### config.mk
export PLATFORM = sky130hd
export DESIGN_NAME = gal_tri_bus_arbiter
export DESIGN_NICKNAME = d
export VERILOG_FILES = /design/src/rtl/gal_tri_arb_pkg.sv /design/src/rtl/gal_tri_rr_pick.sv /design/src/rtl/gal_tri_bus_arbiter.sv
export SDC_FILE = /design/constraint.sdc
export NUM_CORES = 1
export LEC_CHECK = 0
export BUFFER_PORTS_ARGS = -buffer_cell sky130_fd_sc_hd__buf_2
export CAP_MARGIN = 40
export CORE_AREA = 2 2 72 47
export DETAILED_ROUTE_END_ITERATION = 7
export DIE_AREA = 0 0 74 49
export GPL_TIMING_DRIVEN = 1
export MAX_ROUTING_LAYER = met4
export PLACE_DENSITY = 0.69
export SLEW_MARGIN = 20
export SYNTH_ARGS = -nofsm -noshare
export SYNTH_HDL_FRONTEND = slang
export SYNTH_SLANG_ARGS = --single-unit
export TNS_END_PERCENT = 30
### constraint.sdc
create_clock -name C -period 4.9 [get_ports C]
set_input_delay 0.735 -clock C [delete_from_list [all_inputs] [get_ports C]]
set_output_delay 0.735 -clock C [all_outputs]
set_load 0.05 [all_outputs]
### src/rtl/gal_tri_arb_pkg.sv
// Shared types, width helpers and default parameters for the
// tristate bus arbiter (gal_tri_bus_arbiter and gal_tri_rr_pick).
package gal_tri_arb_pkg;

   localparam int DEF_N        = 4;
   localparam int DEF_MAX_HOLD = 8;
   localparam int DEF_TURN_CYC = 1;

   typedef enum logic [1:0] {
      IDLE  = 2'd0,
      GRANT = 2'd1,
      TURN  = 2'd2
   } arb_state_t;

   // index width for n requesters, never below 1 bit
   function automatic int idx_w(input int n);
      return (n <= 2) ? 1 : $clog2(n);
   endfunction

   // width of a counter that must hold values 0..lim, never below 1 bit
   function automatic int cnt_w(input int lim);
      return (lim < 1) ? 1 : $clog2(lim + 1);
   endfunction

endpackage

### src/rtl/gal_tri_rr_pick.sv
// Combinational round-robin pick: lowest index >= ptr with req set, wrapping.
// Ports: req (requests), ptr (start index), win (winner index), any (req != 0).
module gal_tri_rr_pick
   import gal_tri_arb_pkg::*;
#(
   parameter int N  = DEF_N,
   parameter int IW = idx_w(N)
) (
   input  logic [N-1:0]  req,
   input  logic [IW-1:0] ptr,
   output logic [IW-1:0] win,
   output logic          any
);

   int j;

   always_comb begin
      win = '0;
      any = 1'b0;
      j   = 0;
      for (int i = 0; i < N; i++) begin
         j = (int'(ptr) + i) % N;
         if (!any && req[j[IW-1:0]]) begin
            any = 1'b1;
            win = j[IW-1:0];
         end
      end
   end

endmodule

### src/rtl/gal_tri_bus_arbiter.sv
// Round-robin arbiter producing registered one-hot output enables for N
// tristate drivers on one net, with TURN_CYC all-low cycles between owners.
// Ports: C clock, R sync active-high reset, REQ requests, GNT grants,
// OE tristate enables, OWNER current/last owner, BUSY in GRANT or TURN.
// Build option: GAL_TRI_ARB_PARK_EN keeps the last owner driving in IDLE.
module gal_tri_bus_arbiter
   import gal_tri_arb_pkg::*;
#(
   parameter int N        = DEF_N,
   parameter int MAX_HOLD = DEF_MAX_HOLD,
   parameter int TURN_CYC = DEF_TURN_CYC
) (
   input  logic                  C,
   input  logic                  R,
   input  logic [N-1:0]          REQ,
   output logic [N-1:0]          GNT,
   output logic [N-1:0]          OE,
   output logic [idx_w(N)-1:0]   OWNER,
   output logic                  BUSY
);

   localparam int IW = idx_w(N);
   localparam int HW = cnt_w(MAX_HOLD);
   localparam int TW = cnt_w(TURN_CYC);
   localparam logic [HW-1:0] HMAX = HW'(MAX_HOLD);
   localparam logic [TW-1:0] TMAX = TW'(TURN_CYC);
   // unlimited hold still saturates, just at all-ones
   localparam logic [HW-1:0] HSAT = (MAX_HOLD == 0) ? '1 : HMAX;

   arb_state_t    state_q, state_n;
   logic [N-1:0]  gnt_q, gnt_n;
   logic [N-1:0]  oe_q, oe_n;
   logic [IW-1:0] owner_q, owner_n;
   logic [IW-1:0] ptr_q, ptr_n;
   logic [HW-1:0] hold_q, hold_n;
   logic [TW-1:0] turn_q, turn_n;

   logic [IW-1:0] win;
   logic          any;
   logic          park_hop;

   gal_tri_rr_pick #(.N(N), .IW(IW)) u_pick (
      .req (REQ),
      .ptr (ptr_q),
      .win (win),
      .any (any)
   );

   function automatic logic [N-1:0] onehot(input logic [IW-1:0] w);
      onehot    = '0;
      onehot[w] = 1'b1;
   endfunction

   // In IDLE a nonzero OE means the bus is parked; a different winner
   // must first sit through a turnaround.
`ifdef GAL_TRI_ARB_PARK_EN
   assign park_hop = (|oe_q) && (win != owner_q);
`else
   assign park_hop = 1'b0;
`endif

   always_ff @(posedge C) begin
      if (R) begin
         state_q <= IDLE;
         gnt_q   <= '0;
         oe_q    <= '0;
         owner_q <= '0;
         ptr_q   <= '0;
         hold_q  <= '0;
         turn_q  <= '0;
      end else begin
         state_q <= state_n;
         gnt_q   <= gnt_n;
         oe_q    <= oe_n;
         owner_q <= owner_n;
         ptr_q   <= ptr_n;
         hold_q  <= hold_n;
         turn_q  <= turn_n;
      end
   end

   always_comb begin
      state_n = state_q;
      gnt_n   = gnt_q;
      oe_n    = oe_q;
      owner_n = owner_q;
      ptr_n   = ptr_q;
      hold_n  = hold_q;
      turn_n  = turn_q;
      unique case (state_q)
         IDLE: begin
            if (any && park_hop) begin
               state_n = TURN;
               gnt_n   = '0;
               oe_n    = '0;
               turn_n  = TW'(1);
            end else if (any) begin
               state_n = GRANT;
               gnt_n   = onehot(win);
               oe_n    = onehot(win);
               owner_n = win;
               hold_n  = HW'(1);
            end
         end
         GRANT: begin
            if (REQ[owner_q] && (MAX_HOLD == 0 || hold_q < HMAX)) begin
               if (hold_q != HSAT)
                  hold_n = hold_q + 1'b1;
            end else begin
               state_n = TURN;
               gnt_n   = '0;
               oe_n    = '0;
               ptr_n   = (owner_q == IW'(N - 1)) ? '0 : owner_q + 1'b1;
               turn_n  = TW'(1);
            end
         end
         TURN: begin
            if (turn_q >= TMAX) begin
               if (any) begin
                  state_n = GRANT;
                  gnt_n   = onehot(win);
                  oe_n    = onehot(win);
                  owner_n = win;
                  hold_n  = HW'(1);
               end else begin
                  state_n = IDLE;
`ifdef GAL_TRI_ARB_PARK_EN
                  oe_n    = onehot(owner_q);
`else
                  oe_n    = '0;
`endif
               end
            end else begin
               turn_n = turn_q + 1'b1;
            end
         end
         default: state_n = IDLE;
      endcase
   end

   assign GNT   = gnt_q;
   assign OE    = oe_q;
   assign OWNER = owner_q;
   assign BUSY  = (state_q != IDLE);

endmodule

==> results of run 1 <==
==> critical path: stages, from the launching register on <==
cell and delay [ps]:
sky130_fd_sc_hd__dfxtp_1 430, sky130_fd_sc_hd__inv_1 120, sky130_fd_sc_hd__ha_1 260, sky130_fd_sc_hd__inv_1 110, sky130_fd_sc_hd__buf_2 270
==> layer usage <==
metal / vias up / wire length [um] / track usage (%)
li1: 492 / - / -
met1: 450 / 1350 / 22.3
met2: 27 / 1150 / 24.6
met3: 0 / 137 / 6.20
met4: 0 / 0 / 2.42
met5: - / 0 / -
==> cells in the final DEF, fill, tap and decap left out <==
master,instances
sky130_fd_sc_hd__nand3_1,1
sky130_fd_sc_hd__o31ai_1,1
sky130_fd_sc_hd__mux4_2,1
sky130_fd_sc_hd__o32ai_1,4
sky130_fd_sc_hd__nand4_1,1
sky130_fd_sc_hd__o21ai_0,2
sky130_fd_sc_hd__nor3_1,2
sky130_fd_sc_hd__clkbuf_8,3
sky130_fd_sc_hd__or2_2,3
sky130_fd_sc_hd__o41ai_1,2
sky130_fd_sc_hd__a21oi_1,8
sky130_fd_sc_hd__a311oi_1,2
sky130_fd_sc_hd__and3_1,1
sky130_fd_sc_hd__a31oi_1,3
sky130_fd_sc_hd__a2111oi_4,1
sky130_fd_sc_hd__and4b_1,1
sky130_fd_sc_hd__nor2b_1,3
sky130_fd_sc_hd__ha_1,8
sky130_fd_sc_hd__a211oi_1,2
sky130_fd_sc_hd__clkbuf_1,1
sky130_fd_sc_hd__mux2i_1,7
sky130_fd_sc_hd__or2b_1,1
sky130_fd_sc_hd__a21o_1,1
sky130_fd_sc_hd__nor2_1,8
sky130_fd_sc_hd__a41o_1,2
sky130_fd_sc_hd__or3_1,2
sky130_fd_sc_hd__and4_1,1
sky130_fd_sc_hd__nor4_4,1
sky130_fd_sc_hd__dfxtp_1,19
sky130_fd_sc_hd__a32o_1,4
sky130_fd_sc_hd__buf_2,16
sky130_fd_sc_hd__nand2b_1,4
sky130_fd_sc_hd__o221ai_2,1
sky130_fd_sc_hd__nand2_1,7
sky130_fd_sc_hd__and2_1,3
sky130_fd_sc_hd__a221oi_2,1
sky130_fd_sc_hd__inv_1,12
==> metrics by stage <==
stage | setup slack [ps] | hold slack, ps | cell area (um2)
floorplan | 2900 | 453 | 1130
CTS | 2720 | 468 | 1310
detailed placement | 2710 | 457 | 1270
finish | 2720 | 460 | 1310
global placement | 2720 | 445 | 1270
global route | 2670 | 481 | 1310
==> logic make-up (layout without fill, tap and decap cells) <==
| group | after synthesis | in the layout | share of synthesized area, % |
|---|---|---|---|
| flops | 19 | 19 | 33.6 |
| buf+inv | 13 | 32 | 4.30 |
| fa+ha+maj | 8 | 8 | 8.83 |
| mux | 8 | 8 | 8.17 |
| compound gates | 34 | 34 | 25.3 |
| simple gates | 39 | 39 | 19.9 |
==> final cells by class <==
| cell class | instances | share of cell area, % |
|---|---|---|
| inverter | 12 | 3.44 |
| sequential | 19 | 29.0 |
| clock buffer | 4 | 3.44 |
| timing repair buffer | 16 | 6.11 |
| multi-input combinational | 89 | 53.7 |
| tap | 45 | 4.29 |
==> path summary, 6_finish.rpt <==
path	endpoint	slack, ps	start	depth (start not counted)
min reg2reg	GNT[2]$_SDFFE_PP0P_	460	GNT[2]$_SDFFE_PP0P_	2
max reg2reg	hold_q[0]$_SDFFE_PP0P_	2890	state_q[1]$_SDFFE_PP0P_	6
max	BUSY	2720	state_q[0]$_SDFFE_PP0P_	4
min	GNT[2]$_SDFFE_PP0P_	460	GNT[2]$_SDFFE_PP0P_	2
==> flip-flops by register name, indices dropped and copies added, names as in the netlist <==
signal   cells
state_q      2
ptr_q        2
OWNER        2
OE           4
turn_q       1
GNT          4
hold_q       4
==> power groups by stage <==
stage / Sequential, mW / Combinational [mW] / Clock (mW)
global placement: 0.230 / 0.357 / 0
finish: 0.230 / 0.370 / 0.111
global route: 0.234 / 0.400 / 0.124
detailed placement: 0.234 / 0.366 / 0
CTS: 0.230 / 0.368 / 0.115
floorplan: 0.294 / 0.220 / 0
==> results.txt, run 1 <==
* Status: finished clean
- The layout has 289 filler cells.
- The total overflow left after global routing is 0.
* Type of the tightest min-delay check: flop to flop
- Number of slew-limit violations in the final report: 0
* Clk buf depth: 2
- Final non-filler cell total: 185
- Adding up every negative setup slack in the final design gives 0 ps.
- The analysis attributes to cell leakage a power of 0.548 nW.
- After clock tree synthesis, the clock-pin slew on the worst setup and hold paths is ~60 ps.
- Based on the critical path, the design can be clocked at up to 459 MHz.
- Share of the yosys chip area belonging to registers: 33.6%
- Post-CTS timing repair inserted 0 buffers for setup.
* Gr usage total: 16.7%
* Initial core utilization: 37.5%
- The initial antenna violation count came to 0.
- Combined area of all synthesized cells: 1130 um2
* Most used flip-flop cell after synthesis: sky130_fd_sc_hd__dfxtp_1
- For the final database, setup skew stands at 11.2 ps.
- Fraction of power consumed by the clock network: 15.6%
- STA classifies the critical path endpoint as a primary output.
* Area of the multi-input gates: 704 um2
- The detail route stage leaves a number of antenna-violating nets equal to 0.
- Fraction of registers with async set/reset: 0%
- For this design, the sink count on the clock tree is 19.
- Relative to the synthesized area, the layout overhead comes to 15.7%.
- The first global-routing pass estimated 4.48 mm of wire.
- The via count of the first global-routing pass came to 959.
- DIE WIDTH: approximately 74 um
- Net switching is 47.2% of the power.
- The tree is rooted in a sky130_fd_sc_hd__clkbuf_8.
- The die is 49 um tall.
* Maximum ir drop on the vdd rail: 0.193 mV
* Clock Latency Late Sink: 260 ps
* Clock tree from TritonCTS: yes
- Number of vias after detailed routing: 969
- Share of the synthesized area in the top cell type: between 30% and 40%
* Placeable core region: 3020 um2
- At the end of the flow the core is filled with cells to ~43%.
* Number of enable flip-flop cells after synthesis: 0
* Half-perimeter wire length of the detailed placement result: 2.09 mm
- Most frequently used cell type in the post-synthesis netlist: sky130_fd_sc_hd__dfxtp_1
* Cell count after placement: 181
- Synth cell types: 35
- Max-capacitance violation count: 0
- The worst setup path is launched from a flop.
- DRC viols: 0
* Total power: 0.710 mW
* WP data required: between 4000 and 5000 ps
- In this run the power density over the cells is 541 nW/um2.
- Proportion of power drawn by flip-flops and latches: 32.4%
* Number of synthesized register bits: 19
* Hold buffer count at CTS: 0
* Number of nets in the final layout: 155
* Wirelength per Cell: about 14 um
* Worst Max-Slew Pin Slew: 547 ps
* Internal Pwr Total: 0.375 mW
* Maximum fanout count along the critical path: 6
- Number of instances in the synthesized netlist: 121
- Port buffering added 16 buffers.
- Synth area leaders: sky130_fd_sc_hd__dfxtp_1 34%, sky130_fd_sc_hd__ha_1 8.8%, sky130_fd_sc_hd__mux2i_1 6.2%
* Synth warn: 0
* Mean instance size in the synthesized netlist: 9.37 um2
- Before antenna repair, the detailed router went through 4 iterations.
* FP Rows: 16
- Die footprint: 3630 um2
- Layout cell share with drive strength beyond 1: a little under 20%
- The repair_antennas step left the layout with diodes totalling 0.
- Most numerous cell types in the synthesized netlist: 19 x sky130_fd_sc_hd__dfxtp_1, 12 x sky130_fd_sc_hd__inv_1, 8 x sky130_fd_sc_hd__a21oi_1, 8 x sky130_fd_sc_hd__ha_1, 8 x sky130_fd_sc_hd__nor2_1
* Via-per-instance ratio: roughly 5.2
- The critical path is of the flop to primary output type.
- Pin placement for this block handled 17 I/O pins.
* RD Place Congestion: 0.826
* Setup Viol. Count Final: 0
* Total detailed-routing wirelength: 2.63 mm
- Cell type contributing the most total cell area after synthesis: sky130_fd_sc_hd__dfxtp_1
* Fraction of the cycle the final worst path needs: 44.5%
* Net Count, Synth: between 100 and 150
* Detailed Route Iter0 Violations: 31
- H-Tree Depth: 1
- The number of gates resized after CTS was 0.
- The total count of hold-check failures in the final report is 0.
- Measured against its own limit, the worst slew margin works out to a little over three fifths.
* Final critical-path required period: between 2000 and 2500 ps
- Of the total power, combinational logic draws 52.1%.
* Number of CTS-inserted buffers: 3
* Footprint of the flip-flops and latches: around 380 um2
- Endpoint arrival time on the critical path: 1450 ps
- Setup repair after global routing left no endpoint under its margin.
- Entering global routing, the biggest net connects 15 pins.
- Summed over all nets, the switching power comes to 0.335 mW.
Note: power is estimated with default switching activity, not from simulation.
==> inputs of run 2 (changes only) <==
==> constraint.sdc (replaced) <==
create_clock -name C -period 2.21 [get_ports C]
set_input_delay 0.3315 -clock C [delete_from_list [all_inputs] [get_ports C]]
set_output_delay 0.3315 -clock C [all_outputs]
set_load 0.05 [all_outputs]
==> run 2 against run 1 <==
Effect of this change: via count increased by 3.0%; setup slack got worse by 2500 ps; hold slack got worse by 41 ps; sequential power increased by 120%; register-to-register slack got worse by 2600 ps; critical endpoint is now hold_q[1]$_SDFFE_PP0P_; critical path type is now flop to flop; sequential share of layout area decreased by 0.16 points; final area increased by 0.57%; non-clock buffer count increased by 1.
==> results.txt, run 2 (synthesis results as in run 1) <==
* Layout cell share with drive strength beyond 1: 19.9%
- Fill cells in the final layout number between 300 and 400.
- The worst-case IR drop observed on VDD is 0.722 mV.
- Endpoint of the most critical register-to-register path: hold_q[1]$_SDFFE_PP0P_
- Initial core utilization: 37.5%
* Capture endpoint of the worst hold path: state_q[1]$_SDFFE_PP0P_
- Relative slew slack: 62.8%
- Once layout is complete, the utilization of the core stands at 43.6%.
* RD Place Congestion: between 0.8 and 0.9
- WP data required: 2360 ps
- Power spent charging and discharging nets: 0.733 mW
- Largest clock skew in the final design: 1.50 ps
* Via-per-instance ratio: 5.37
- For this run, the slowest stage of the critical path takes roughly 420 ps.
- Input/output buffers: 16
* Depth of the worst register-to-register path: 7
* Layout overhead on the synthesized area: 16.3%
* Slowest cell on crit path: sky130_fd_sc_hd__dfxtp_1
* Critical path start-end classification: flop to flop
- In the layout the commonest cells are 19 x sky130_fd_sc_hd__dfxtp_1, 16 x sky130_fd_sc_hd__buf_2, 12 x sky130_fd_sc_hd__inv_1.
- Setup total negative slack on the finished layout was measured at 0 ps.
- In this run the vertical extent of the chip is 49 um.
- The total count of hold-check failures in the final report is 0.
- Switching share of power: 46.6%
* Max-capacitance violation count: 0
* Proportion of power drawn by flip-flops and latches: 32.3%
- In this run the worst path has a maximum fanout of 7.
* Clock tree from TritonCTS: yes
- Fmax: ~510 MHz
- Detailed routing inserted a total of 998 vias.
- In this run, the clock network consumes 15.0% of the power.
- Cell area power density: 1190 nW/um2
- Hold is met by 419 ps.
- In this run the most critical hold path is launched from R.
- Half-perimeter wire length of the detailed placement result: ~2.1 mm
- Number of nets in the final layout: 156
- Clock tree synthesis inserted a total of 3 buffers.
- Type of the tightest min-delay check: input pin to flop
- In this run the standard cell core region covers 3020 um2.
- The worst setup path is captured at a flop.
- Setup repair after global routing left no endpoint under its margin.
* Startpoint class of the critical path: flop
- FP Rows: 16
- Clock Latency Late Sink: 250 ps
- In this run, placement finished with an instance count of ~180.
* I/O Pins: 17
* Placed cell area: 1270 um2
- Setup slack on the worst flop-to-flop path: 250 ps
* Final non-filler cell total: 186
* Number of slew-limit violations in the final report: 0
- Wirelength per Cell: 14.0 um
- Number of global-route vias before repair: 912
- The startpoint identified for the worst register-to-register timing path is state_q[1]$_SDFFE_PP0P_.
- Most common library cell in the layout ignoring fill and taps: sky130_fd_sc_hd__dfxtp_1
- The root buffer cell chosen for the clock tree is sky130_fd_sc_hd__clkbuf_8.
* Worst Max-Slew Pin Slew: 554 ps
- DRC viols: 0
- Once the clock tree was built, the resizer swapped 0 gates to a different size.
- In this run the horizontal extent of the chip is 74 um.
* Combinational share of power: between 50% and 60%
- Wire length of the first global-routing pass: roughly 4.4 mm
- Setup Viol. Count Final: 0
* Antenna violations before repair: 0
* Clk buf depth: 2
- After clock tree synthesis, the clock-pin slew on the worst setup and hold paths is 70 ps.
* Detailed Route Iter0 Violations: 57
- For this run, the total global-route usage over all layers was measured as 16.5%.
- In this run the remaining antenna-violating nets after routing total 0.
* Worst Hold Path Cells: 2
- Fraction of the cycle the final worst path needs: between 80 and 90%
- In this run the static leakage power is 0.552 nW.
- Area of the multi-input gates: 704 um2
- Count of clock tree sinks: 19
- The pre-antenna-repair detailed-routing pass consisted of 4 iterations.
- Counting I/O delays and the setup requirement, the final critical path takes a little under 2000 ps.
- Number of diodes added for antenna fixing: 0
* Die footprint: 3630 um2
- Total overflow reported by the global router: 0
- Internal power comes to between 0.8 and 0.9 mW.
* Post-Layout Inst Area: 1320 um2
- Status: finished clean
- Traced cell by cell, the critical path runs through inv_1 -> ha_1 -> and4b_1 -> a2111oi_4 -> buf_4 -> a211oi_1 -> a41o_1.
- Across the whole layout, storage elements account for 380 um2.
- Data arrives at the worst endpoint at between 2000 and 2500 ps.
- Entering global routing, the biggest net connects 15 pins.
- Total detailed-routing wirelength: around 2.6 mm
- H-Tree Depth: 1
==> run 2: cell types whose count changed in the layout (fill, tap and decap cells not counted), sizes merged <==
cell	delta
buf	+1
==> run 2: how the worst max path moves through the flow <==
stage | from | end | slack [ps]
CTS | state_q[1]$_SDFFE_PP0P_ | hold_q[1]$_SDFFE_PP0P_ | 140
detailed placement | state_q[1]$_SDFFE_PP0P_ | hold_q[1]$_SDFFE_PP0P_ | 150
floorplan | OWNER[0]$_SDFFE_PP0P_ | state_q[0]$_SDFFE_PP0P_ | 210
global placement | state_q[1]$_SDFFE_PP0P_ | hold_q[1]$_SDFFE_PP0P_ | 220
global route | state_q[1]$_SDFFE_PP0P_ | hold_q[0]$_SDFFE_PP0P_ | 110
finish | state_q[1]$_SDFFE_PP0P_ | hold_q[1]$_SDFFE_PP0P_ | 250
==> run 2: metrics by stage <==
step | power [mW] | worst slack [ps]
4_1_cts | 1.57 | 140
3_5_place_dp | 1.33 | 153
6_report | 1.57 | 250
2_1_floorplan | 1.14 | 208
3_3_place_gp | 1.30 | 225
5_1_grt | 1.69 | 115
==> run 2: layout make-up <==
cell class / instances / area share, %
Timing Repair Buffer: 17 / 6.64
Clock buffer: 4 / 3.42
Tap cell: 45 / 4.27
Inverter: 12 / 3.42
Sequential cell: 19 / 28.8
Multi-Input combinational cell: 89 / 53.4
==> run 2: worst max-delay path, delay by kind of cell (launching register included) <==
| kind | cells | cell delay, ps |
|---|---|---|
| AO/OA/AOI/OAI | 3 | 580 |
| adder cells (fa/ha/maj) | 1 | 290 |
| buffers and inverters | 2 | 280 |
| flip-flops | 1 | 420 |
| AND/OR/NAND/NOR | 1 | 280 |
==> run 2: metal layers <==
layer | vias up | wire length [um] | GRT usage [%]
li1 | 501 | - | -
met1 | 468 | 1410 | 24.2
met2 | 25 | 1070 | 21.7
met3 | 4 | 99 | 4.75
met4 | 0 | 28 | 5.15
met5 | - | 0 | -
==> run 2: power groups by stage <==
| stage | Combinational [mW] | Clock, mW | Sequential (mW) |
|---|---|---|---|
| floorplan | 0.487 | 0 | 0.651 |
| global placement | 0.792 | 0 | 0.509 |
| detailed placement | 0.810 | 0 | 0.517 |
| CTS | 0.813 | 0.247 | 0.510 |
| global route | 0.899 | 0.263 | 0.524 |
| finish | 0.828 | 0.236 | 0.508 |
==> run 2: what timing repair did <==
action,4_1_cts,5_1_grt
hold buffers,0,0
buffers inserted,0,1
setup endpoints to repair,0,3
==> inputs of run 3 (changes only) <==
--- a/config.mk
+++ b/config.mk
@@ -5,11 +5,11 @@
 export SDC_FILE = /design/constraint.sdc
 export NUM_CORES = 1
 export LEC_CHECK = 0
-export BUFFER_PORTS_ARGS = -buffer_cell sky130_fd_sc_hd__buf_2
+export BUFFER_PORTS_ARGS = -buffer_cell sky130_fd_sc_hd__buf_4
 export CAP_MARGIN = 40
-export CORE_AREA = 2 2 72 47
+export CORE_AREA = 10 10 80 55
 export DETAILED_ROUTE_END_ITERATION = 7
-export DIE_AREA = 0 0 74 49
+export DIE_AREA = 0 0 90 65
 export GPL_TIMING_DRIVEN = 1
 export MAX_ROUTING_LAYER = met4
 export PLACE_DENSITY = 0.69
==> run 3 against run 2 <==
Effect of this change: sequential share of layout area shrank 0.69 points; cell count is 0.54% lower; combinational power increased by 3.7%; utilization rose by 1.1 points; setup slack got worse by 54 ps.
==> results.txt, run 3 (synthesis results as in run 1) <==
- Input/output buffers: 16
* Post-Layout Inst Area: 1350 um2
- Across the VDD grid, the largest voltage drop is 0.598 mV.
- Number of diodes added for antenna fixing: 0
* Number of CTS-inserted buffers: 3
- Number of slew-limit violations in the final report: 0
- Row generation in the floorplan step produced 16 rows.
- Cell count after placement: approximately 180
- Entering global routing, the biggest net connects 15 pins.
- TritonCTS built the clock tree.
* Layout cell share with drive strength beyond 1: 19.3%
- Leakage power figure: ~0.55 nW
* Max-capacitance violation count: 0
* Wire length of the first global-routing pass: slightly below 5 mm
- The total count of hold-check failures in the final report is 0.
- DIE WIDTH: approximately 90 um
- The number of gates resized after CTS was 0.
* Number of global-route vias before repair: 984
* WP data required: 2360 ps
- In the final routed layout, each cell accounts on average for ~15 um.
* Footprint of the flip-flops and latches: 380 um2
- Cell area power density: 1190 nW/um2
- Most used cells in the layout excluding fill and tap cells: 19 x sky130_fd_sc_hd__dfxtp_1, 16 x sky130_fd_sc_hd__buf_4, 12 x sky130_fd_sc_hd__inv_1
- After floorplanning, the core was sized to cover 3020 um2.
* Height of the die: 65 um
* Maximum fanout count along the critical path: 7
* Clk buf depth: 2
- Startpoint class of the critical path: flop
* Final non-filler cell total: 185
* DRC viols: 0
- For this design, the CTS-stage hold fixing added 0 buffers.
- Total of fill cells in the finished design: ~300
* Type of the tightest min-delay check: input pin to flop
- The die covers 5850 um2.
- In this run the remaining antenna-violating nets after routing total 0.
- Pin placement for this block handled 17 I/O pins.
- By startpoint and endpoint, the worst setup path is classified as flop to flop.
- Post-CTS Setup Bufs: 0
- The pre-antenna-repair detailed-routing pass consisted of 4 iterations.
- Fmax: 496 MHz
- Summed over all nets, the half-perimeter wirelength after detailed placement is 2.23 mm.
* Initial core utilization: a little under two fifths
- After detailed routing, the number of vias per cell comes to roughly 5.4.
- STA classifies the critical path endpoint as a flop.
* Largest clock skew in the final design: about 3.3 ps
- Fraction of the cycle the final worst path needs: 91.1%
- Endpoint arrival time on the critical path: 2160 ps
- Area of the multi-input gates: 704 um2
- Setup tns final: 0 ps
* Detailed Route Iter0 Violations: between 60 and 70
* H-Tree Depth: 1
- Setup violations remaining at the end of the flow were counted as 0.
* Layout overhead on the synthesized area: 19.2%
- Total power: 1.61 mW
- For this run the aggregate overflow at the end of global routing stands at 0.
- Clock tree synthesis selected as its root buffer the cell sky130_fd_sc_hd__clkbuf_8.
- Final core utilization: 44.7%
* Worst Max-Slew Pin Slew: 581 ps
- Count of clock tree sinks: 19
* Unrepaired setup endpoints after global routing: false
- Status: finished clean
- Final critical-path required period: between 2000 and 2500 ps
- Placed cell area: 1310 um2
- Clk pin slew, worst setup/hold paths: 70 ps
* Relative slew slack: 61.0%
- RD Place Congestion: roughly 0.88
- In the global route stage, overall resource usage came out at 10.0%.
- Clock Latency Late Sink: 250 ps
- Total detailed-routing wirelength: between 2 and 3 mm
- The library cell used most frequently in the layout, excluding fill and tap cells, is sky130_fd_sc_hd__dfxtp_1.
- The initial antenna violation count is 0.
- The routed layout has 1000 vias.
- Number of nets in the final layout: 155
==> run 3: cell types whose count changed in the layout (fill, tap and decap cells not counted), sizes merged <==
cell	delta
buf	-1
==> run 3: stage by stage <==
stage | hold WS [ps] | setup WS [ps]
after floorplan | 453 | 208
after global placement | 444 | 222
after detailed placement | 452 | 196
after CTS | 353 | 185
after global routing | 366 | 56.7
final | 360 | 196
==> run 3: layout make-up <==
cell class	instances	area share, %
inverters	12	3.33
clock buffers	4	3.33
well taps	45	4.17
repair buffers	16	8.89
flip-flops and latches	19	28.1
multi-input cells	89	52.1
==> run 3: path summary, 6_finish.rpt <==
check	start	endpoint	slack (ps)	cells after the start
setup / recovery	state_q[1]$_SDFFE_PP0P_	hold_q[1]$_SDFFE_PP0P_	200	6
hold / removal	R	ptr_q[0]$_SDFFE_PP0P_	360	2
setup reg to reg	state_q[1]$_SDFFE_PP0P_	hold_q[1]$_SDFFE_PP0P_	200	6
hold reg to reg	GNT[1]$_SDFFE_PP0P_	GNT[1]$_SDFFE_PP0P_	460	2
==> run 3: critical path, stage by stage (launching register included) <==
cell and delay (ps):
sky130_fd_sc_hd__dfxtp_1 420, sky130_fd_sc_hd__inv_1 90, sky130_fd_sc_hd__ha_1 290, sky130_fd_sc_hd__and4b_1 270, sky130_fd_sc_hd__a2111oi_4 470, sky130_fd_sc_hd__a211oi_1 140, sky130_fd_sc_hd__a41o_1 230
==> run 3: power breakdown <==
part / switching [mW] / internal (mW) / total (mW) / leakage, nW
logic: 0.548 / 0.311 / 0.859 / 0.375
registers: 0.0842 / 0.426 / 0.510 / 0.155
clock network: 0.109 / 0.128 / 0.237 / 0.0228
==> run 3: layer usage <==
layer / vias to the layer above / share of wire, % / GRT usage, % / routed length [um]
met4: 0 / 0 / 0.593 / 0
met3: 0 / 5.8 / 2.76 / 164
met2: 38 / 44 / 15.0 / 1240
met5: - / 0 / - / 0
li1: 496 / - / - / -
met1: 466 / 50 / 13.7 / 1410
